**src/rtl/jump_ras_control_pkg.sv**
```systemverilog
// Shared MIPS decode constants and the jump classifier used by the jump/RAS front end.
package jump_ras_control_pkg;

  localparam logic [5:0] OP_SPECIAL = 6'b000000;
  localparam logic [5:0] OP_J       = 6'b000010;
  localparam logic [5:0] OP_JAL     = 6'b000011;
  localparam logic [5:0] FUNCT_JR   = 6'b001000;
  localparam logic [5:0] FUNCT_JALR = 6'b001001;
  localparam logic [4:0] REG_RA     = 5'd31;

  typedef struct packed {
    logic [5:0] op;
    logic [4:0] rs;
    logic [4:0] rt;
    logic [4:0] rd;
    logic [4:0] shamt;
    logic [5:0] funct;
  } instr_t;

  typedef enum logic [2:0] {
    JK_NONE,
    JK_J,
    JK_JAL,
    JK_JR,
    JK_JALR
  } jump_kind_t;

  function automatic jump_kind_t decode_kind(input instr_t ins);
    jump_kind_t k;
    k = JK_NONE;
    if (ins.op == OP_J)
      k = JK_J;
    else if (ins.op == OP_JAL)
      k = JK_JAL;
    else if (ins.op == OP_SPECIAL && ins.funct == FUNCT_JR)
      k = JK_JR;
    else if (ins.op == OP_SPECIAL && ins.funct == FUNCT_JALR)
      k = JK_JALR;
    return k;
  endfunction

endpackage

```
**src/rtl/jump_ras_control_ras_stack.sv**
```systemverilog
// Circular return-address stack: overwrites the oldest entry when full, pop on empty is ignored.
module ras_stack #(
  parameter int DEPTH = 8
) (
  input  logic        clk,
  input  logic        rst,
  input  logic        push,
  input  logic        pop,
  input  logic        clear,
  input  logic [31:0] wdata,
  output logic [31:0] top,
  output logic        empty,
  output logic        full
);

  localparam int PW = $clog2(DEPTH);
  localparam int CW = $clog2(DEPTH + 1);

  logic [31:0]   mem [DEPTH];
  logic [PW-1:0] ptr;
  logic [PW-1:0] ptr_inc;
  logic [PW-1:0] ptr_dec;
  logic [CW-1:0] count;
  logic          do_pop;

  assign ptr_inc = ptr + 1'b1;
  assign ptr_dec = ptr - 1'b1;
  assign top     = mem[ptr];
  assign empty   = (count == '0);
  assign full    = (count == CW'(DEPTH));
  assign do_pop  = pop & ~empty;

  // ptr always addresses the current top; a push advances first, then writes.
  always_ff @(posedge clk) begin
    if (rst) begin
      ptr   <= '0;
      count <= '0;
      for (int i = 0; i < DEPTH; i++) mem[i] <= '0;
    end else if (clear) begin
      count <= '0;
    end else if (push && do_pop) begin
      mem[ptr] <= wdata;
    end else if (push) begin
      mem[ptr_inc] <= wdata;
      ptr          <= ptr_inc;
      if (!full) count <= count + 1'b1;
    end else if (do_pop) begin
      ptr   <= ptr_dec;
      count <= count - 1'b1;
    end
  end

endmodule

```
**src/rtl/jump_ras_control.sv**
```systemverilog
// Decode-stage jump resolution with return-address-stack prediction for jr/jalr $31.
module jump_ras_control
  import jump_ras_control_pkg::*;
#(
  parameter int DEPTH   = 8,
  parameter int USE_RAS = 1
) (
  input  logic        clk,
  input  logic        rst,
  input  logic [31:0] instrD,
  input  logic [31:0] PcPlus4D,
  input  logic [31:0] rd1D,
  input  logic        rd1_readyD,
  input  logic        validD,
  input  logic        stallD,
  input  logic        flushD,
  input  logic        ras_clear,
  output logic        jump1D,
  output logic [31:0] pc_jump1D,
  output logic        ras_predD,
  output logic        jr_stallD
);

  localparam bit RAS_ON = (USE_RAS != 0);

  jump_kind_t  kind;
  logic [4:0]  rs;
  logic [4:0]  rd;
  logic        is_reg;
  logic        is_call;
  logic        ras_hit;
  logic        upd;
  logic        push;
  logic        pop;
  logic [31:0] ras_top;
  logic        ras_empty;

  assign kind    = decode_kind(instrD);
  assign rs      = instrD[25:21];
  assign rd      = instrD[15:11];
  assign is_reg  = (kind == JK_JR) || (kind == JK_JALR);
  assign is_call = (kind == JK_JAL) || (kind == JK_JALR && rd == REG_RA);

  // Stack is treated as empty while reset is asserted.
  assign ras_hit = RAS_ON && is_reg && (rs == REG_RA) && !ras_empty && !rst;

  always_comb begin
    jump1D    = validD && (kind != JK_NONE);
    pc_jump1D = {PcPlus4D[31:28], instrD[25:0], 2'b00};
    ras_predD = 1'b0;
    jr_stallD = 1'b0;
    if (is_reg) begin
      pc_jump1D = rd1D;
      if (validD && !rd1_readyD) begin
        if (ras_hit) begin
          pc_jump1D = ras_top;
          ras_predD = 1'b1;
        end else begin
          jr_stallD = 1'b1;
        end
      end
    end
  end

  assign upd  = validD && !stallD && !flushD && !jr_stallD && !rst && !ras_clear;
  assign push = RAS_ON && upd && is_call;
  assign pop  = RAS_ON && upd && is_reg && (rs == REG_RA) && !ras_empty;

  ras_stack #(.DEPTH(DEPTH)) u_stack (
    .clk   (clk),
    .rst   (rst),
    .push  (push),
    .pop   (pop),
    .clear (ras_clear),
    .wdata (PcPlus4D + 32'd4),
    .top   (ras_top),
    .empty (ras_empty),
    .full  ()
  );

endmodule

```
**config.mk**
```make
export PLATFORM = sky130hd
export DESIGN_NAME = jump_ras_control
export DESIGN_NICKNAME = d
export VERILOG_FILES = /design/src/rtl/jump_ras_control_pkg.sv /design/src/rtl/jump_ras_control_ras_stack.sv /design/src/rtl/jump_ras_control.sv
export SDC_FILE = /design/constraint.sdc
export NUM_CORES = 1
export LEC_CHECK = 0
export CORE_MARGIN = 1.5
export CORE_UTILIZATION = 62
export DETAILED_ROUTE_END_ITERATION = 16
export PLACE_DENSITY = 0.93
export SETUP_SLACK_MARGIN = 0.4
export SYNTH_ARGS = -nofsm -noshare
export SYNTH_HDL_FRONTEND = slang
export SYNTH_SLANG_ARGS = --single-unit
```
**constraint.sdc**
```tcl
create_clock -name clk -period 14.3 [get_ports clk]
set_clock_uncertainty 0.2 [all_clocks]
set_input_delay 4.29 -clock clk [delete_from_list [all_inputs] [get_ports clk]]
set_output_delay 4.29 -clock clk [all_outputs]
set_load 0.01 [all_outputs]
```
==> reports/results.txt <==
share of cells above drive strength 1: 12.4%
worst-skew pair later-pin latency: 0.54 ns
post-CTS setup buffers: 0
Starting Density: 63.7%
Syn Inst Count: 1,096
Top Metal Used: met5
# DRC: 0
VDD IR max: 96.8 uV
DR iter-0 viols: 1,378
Max Slew Vio Count: 0
final hold vios: 0
root buffer cell: clkbuf_16
CP Class: input port to output pin
CP cell instances: clkdlybuf4s50_1 -> nor4b_1 -> and3_1 -> nand4_1 -> inv_1 -> buf_4 -> nor2_1 -> o31ai_1 -> clkdlybuf4s50_1
crit path max fanout: 22
commonest non-fill, non-tap cell in the layout: nor2_1
Final min period: 12.37 ns
Crit path max-delay family: buffers and inverters
final-report setup violation count: 0
Max-Slew Margin vs Limit: 8.92%
Seq/Total Area, Yosys: 58.5%
Overall Global Routing Usage: 35.9%
hold buffer count at cts: 0
Logic pwr share: 6.5%
total core area: 21,200 um2
RSZ-0062 raised after global routing: no
Final Wtd Congestion: 0.856
Ports: 138
reg2reg end: u_stack.mem[7][3]
met2 WL post-DR: 19,400 um
htree depth: 1
post-route ant nets: 0
Synth Flop Type: edfxtp_1
total grt overflow: 0
register bit total from synthesis: 266
Post-synth EDFFs: 256
met1 wire length: 12,600 um
Port-buffer cells: 137
DIE WIDTH: 150 um
worst slew pin tran: 1.35 ns
power density of the placed cells: 105 nW/um2
Avg Cell Area, Syn: 12.3 um2
CP max stage delay: 0.72 ns
setup TNS: 0 ns
Final Util: 74.9%
number of cells on the critical path: 9
fmax: 80.8 MHz
vias per inst: 6.95
Die H: 150 um
Worst EP arrival: 7.88 ns
largest net degree at the start of global routing: 67
hold crit path type: flop to flop
dpl hpwl: 23,200 um
Mapped Nets: 1,205
Worst-path clk slew: 0.07 ns
Worst R2R Setup Slack: 9.85 ns
Post-synth ARST share: 0%
DRT Pass-1 Iters: 6
synth warn: 0
Pint: 1.31 mW
crit share post-route: 86.5%
CTS sink count: 266
Setup crit end kind: output pin
post-DR wirelength/cell: 26.5 um
CP required: 9.81 ns
ANT cells: 0
post-synth cell types: 54
Site Rows: 53
Sw Pwr: 0.357 mW
Worst Setup EP: pc_jump1D[5]
met3 WL: 5390 um
Slowest-stage cell, CP: clkdlybuf4s50_1
Buffers & Inverters on Critical Path: 4
fin nets: 1,310
vias in the first global route: 10,500
CTS Buffer Depth: 3
max cap viols: 0
area grow syn2layout: 17.6%
CTS tree: done
Static Leak: 5.27 nW
start of the worst register-to-register path: u_stack.count[0]
Sequential Power Share: 53.0%
Sw Ratio: 21.4%
FF-to-FF path depth: 8
die area: 22,600 um2
commonest non-fill, non-tap cells in the layout: 283 x nor2_1, 256 x edfxtp_1, 137 x clkdlybuf4s50_1, 64 x mux4_2, 60 x nand2_1
synthesized area: 13,500 um2
vias: 10,400
Hold WS: 0.306 ns
first-pass GRT wire length: 59,700 um
outcome: completed
most used cell, CP: clkdlybuf4s50_1
Resize count post-CTS: 0
Num CTS Buffers: 26
final WL: 39,700 um
Worst Setup SP: instrD[3]
Startpoint Class: input port
power share of the clock group: 40.5%
initial antenna violation count: 1
==> worst min path at each step <==
stage                        to        startpoint  depth (start not counted)
6_report       u_stack.count[2]  u_stack.count[2]                          2
5_1_grt        u_stack.count[2]  u_stack.count[2]                          2
4_1_cts        u_stack.count[2]  u_stack.count[2]                          2
3_5_place_dp   u_stack.count[2]  u_stack.count[2]                          2
3_3_place_gp   u_stack.count[2]  u_stack.count[2]                          2
2_1_floorplan  u_stack.count[2]  u_stack.count[2]                          2
==> routing by layer <==
metal  vias to the layer above  global-route usage [%]
met5                         -                       0
met4                         2                    20.0
met3                       205                    7.45
met2                       992                    58.6
met1                      4937                    45.0
li1                       4268                       -
==> cell families (layout without fill, tap and decap cells) <==
family,count (synthesis),in the layout,synth area share [%]
simple gates,526,526,17.8
flops,266,266,58.5
compound gates,99,99,5.38
buf+inv,89,214,3.78
mux,79,79,11.8
xor+xnor,31,31,2.02
fa+ha+maj,6,6,0.613
==> cell type report <==
class / count / area, um2
well taps: 275 / 344
inverters: 8 / 30.0
repair buffers: 158 / 1530
multi-input cells: 741 / 5210
fillers: 1174 / 5320
flip-flops and latches: 266 / 7890
clock buffers: 33 / 698
clock inverters: 15 / 128
==> worst register-to-register path, cell delays in order, from the launching register on <==
cell and delay [ns]:
dfxtp_1 0.37, or4_1 0.64, a31o_2 0.31, nand2_1 0.26, a21oi_1 0.17, nor3_4 0.80
buf_4 0.69, o21bai_4 0.34, buf_4 0.37
==> state kept, by name (all words and copies together), names as in the netlist, named ones only <==
name and cells:
u_stack.ptr 3, u_stack.mem 256, u_stack.count 4
==> through the flow <==
stage / std cells / power, mW / worst slack, ns / instance area [um2]
floorplan: 1096 / 0.938 / 3.56 / 13500
global route: 1496 / 1.70 / 1.82 / 15800
finish: 1496 / 1.67 / 1.93 / 15800
CTS: 1496 / 1.66 / 2.13 / 15800
global placement: 1448 / 0.997 / 2.37 / 15000
detailed placement: 1448 / 1.00 / 2.08 / 15000
==> cells in the mapped netlist (3+ instances only) <==
cell type | n | area [um2]
nor3_1 | 21 | 105
a21oi_1 | 4 | 20.0
nand2_1 | 60 | 225
mux4_2 | 64 | 1440
nor3_2 | 3 | 30.0
or3_1 | 25 | 156
nor2_1 | 284 | 1070
nand4_1 | 13 | 81.3
nand3b_1 | 3 | 22.5
edfxtp_1 | 256 | 7690
buf_2 | 14 | 70.1
buf_6 | 20 | 225
or4_1 | 3 | 22.5
ha_1 | 5 | 62.6
o211ai_1 | 4 | 30.0
o31ai_1 | 26 | 195
nor2b_1 | 43 | 269
and3_1 | 6 | 37.5
dfxtp_1 | 10 | 200
mux2i_1 | 14 | 140
nor4_1 | 4 | 25.0
a211oi_1 | 31 | 233
a21o_1 | 4 | 30.0
o21bai_1 | 8 | 60.1
inv_1 | 8 | 30.0
a31oi_1 | 3 | 18.8
nand3_1 | 45 | 225
xor2_1 | 14 | 123
buf_1 | 9 | 33.8
o21ai_0 | 8 | 40.0
clkbuf_1 | 36 | 135
xnor2_1 | 17 | 149
==> power groups by stage <==
stage / registers (mW) / clock network [mW] / logic, mW
detailed placement: 0.899 / 0 / 0.103
finish: 0.884 / 0.676 / 0.108
global route: 0.885 / 0.700 / 0.111
global placement: 0.896 / 0 / 0.101
floorplan: 0.897 / 0 / 0.0407
CTS: 0.883 / 0.673 / 0.105
No activity file was read; power rests on OpenSTA's default activity.
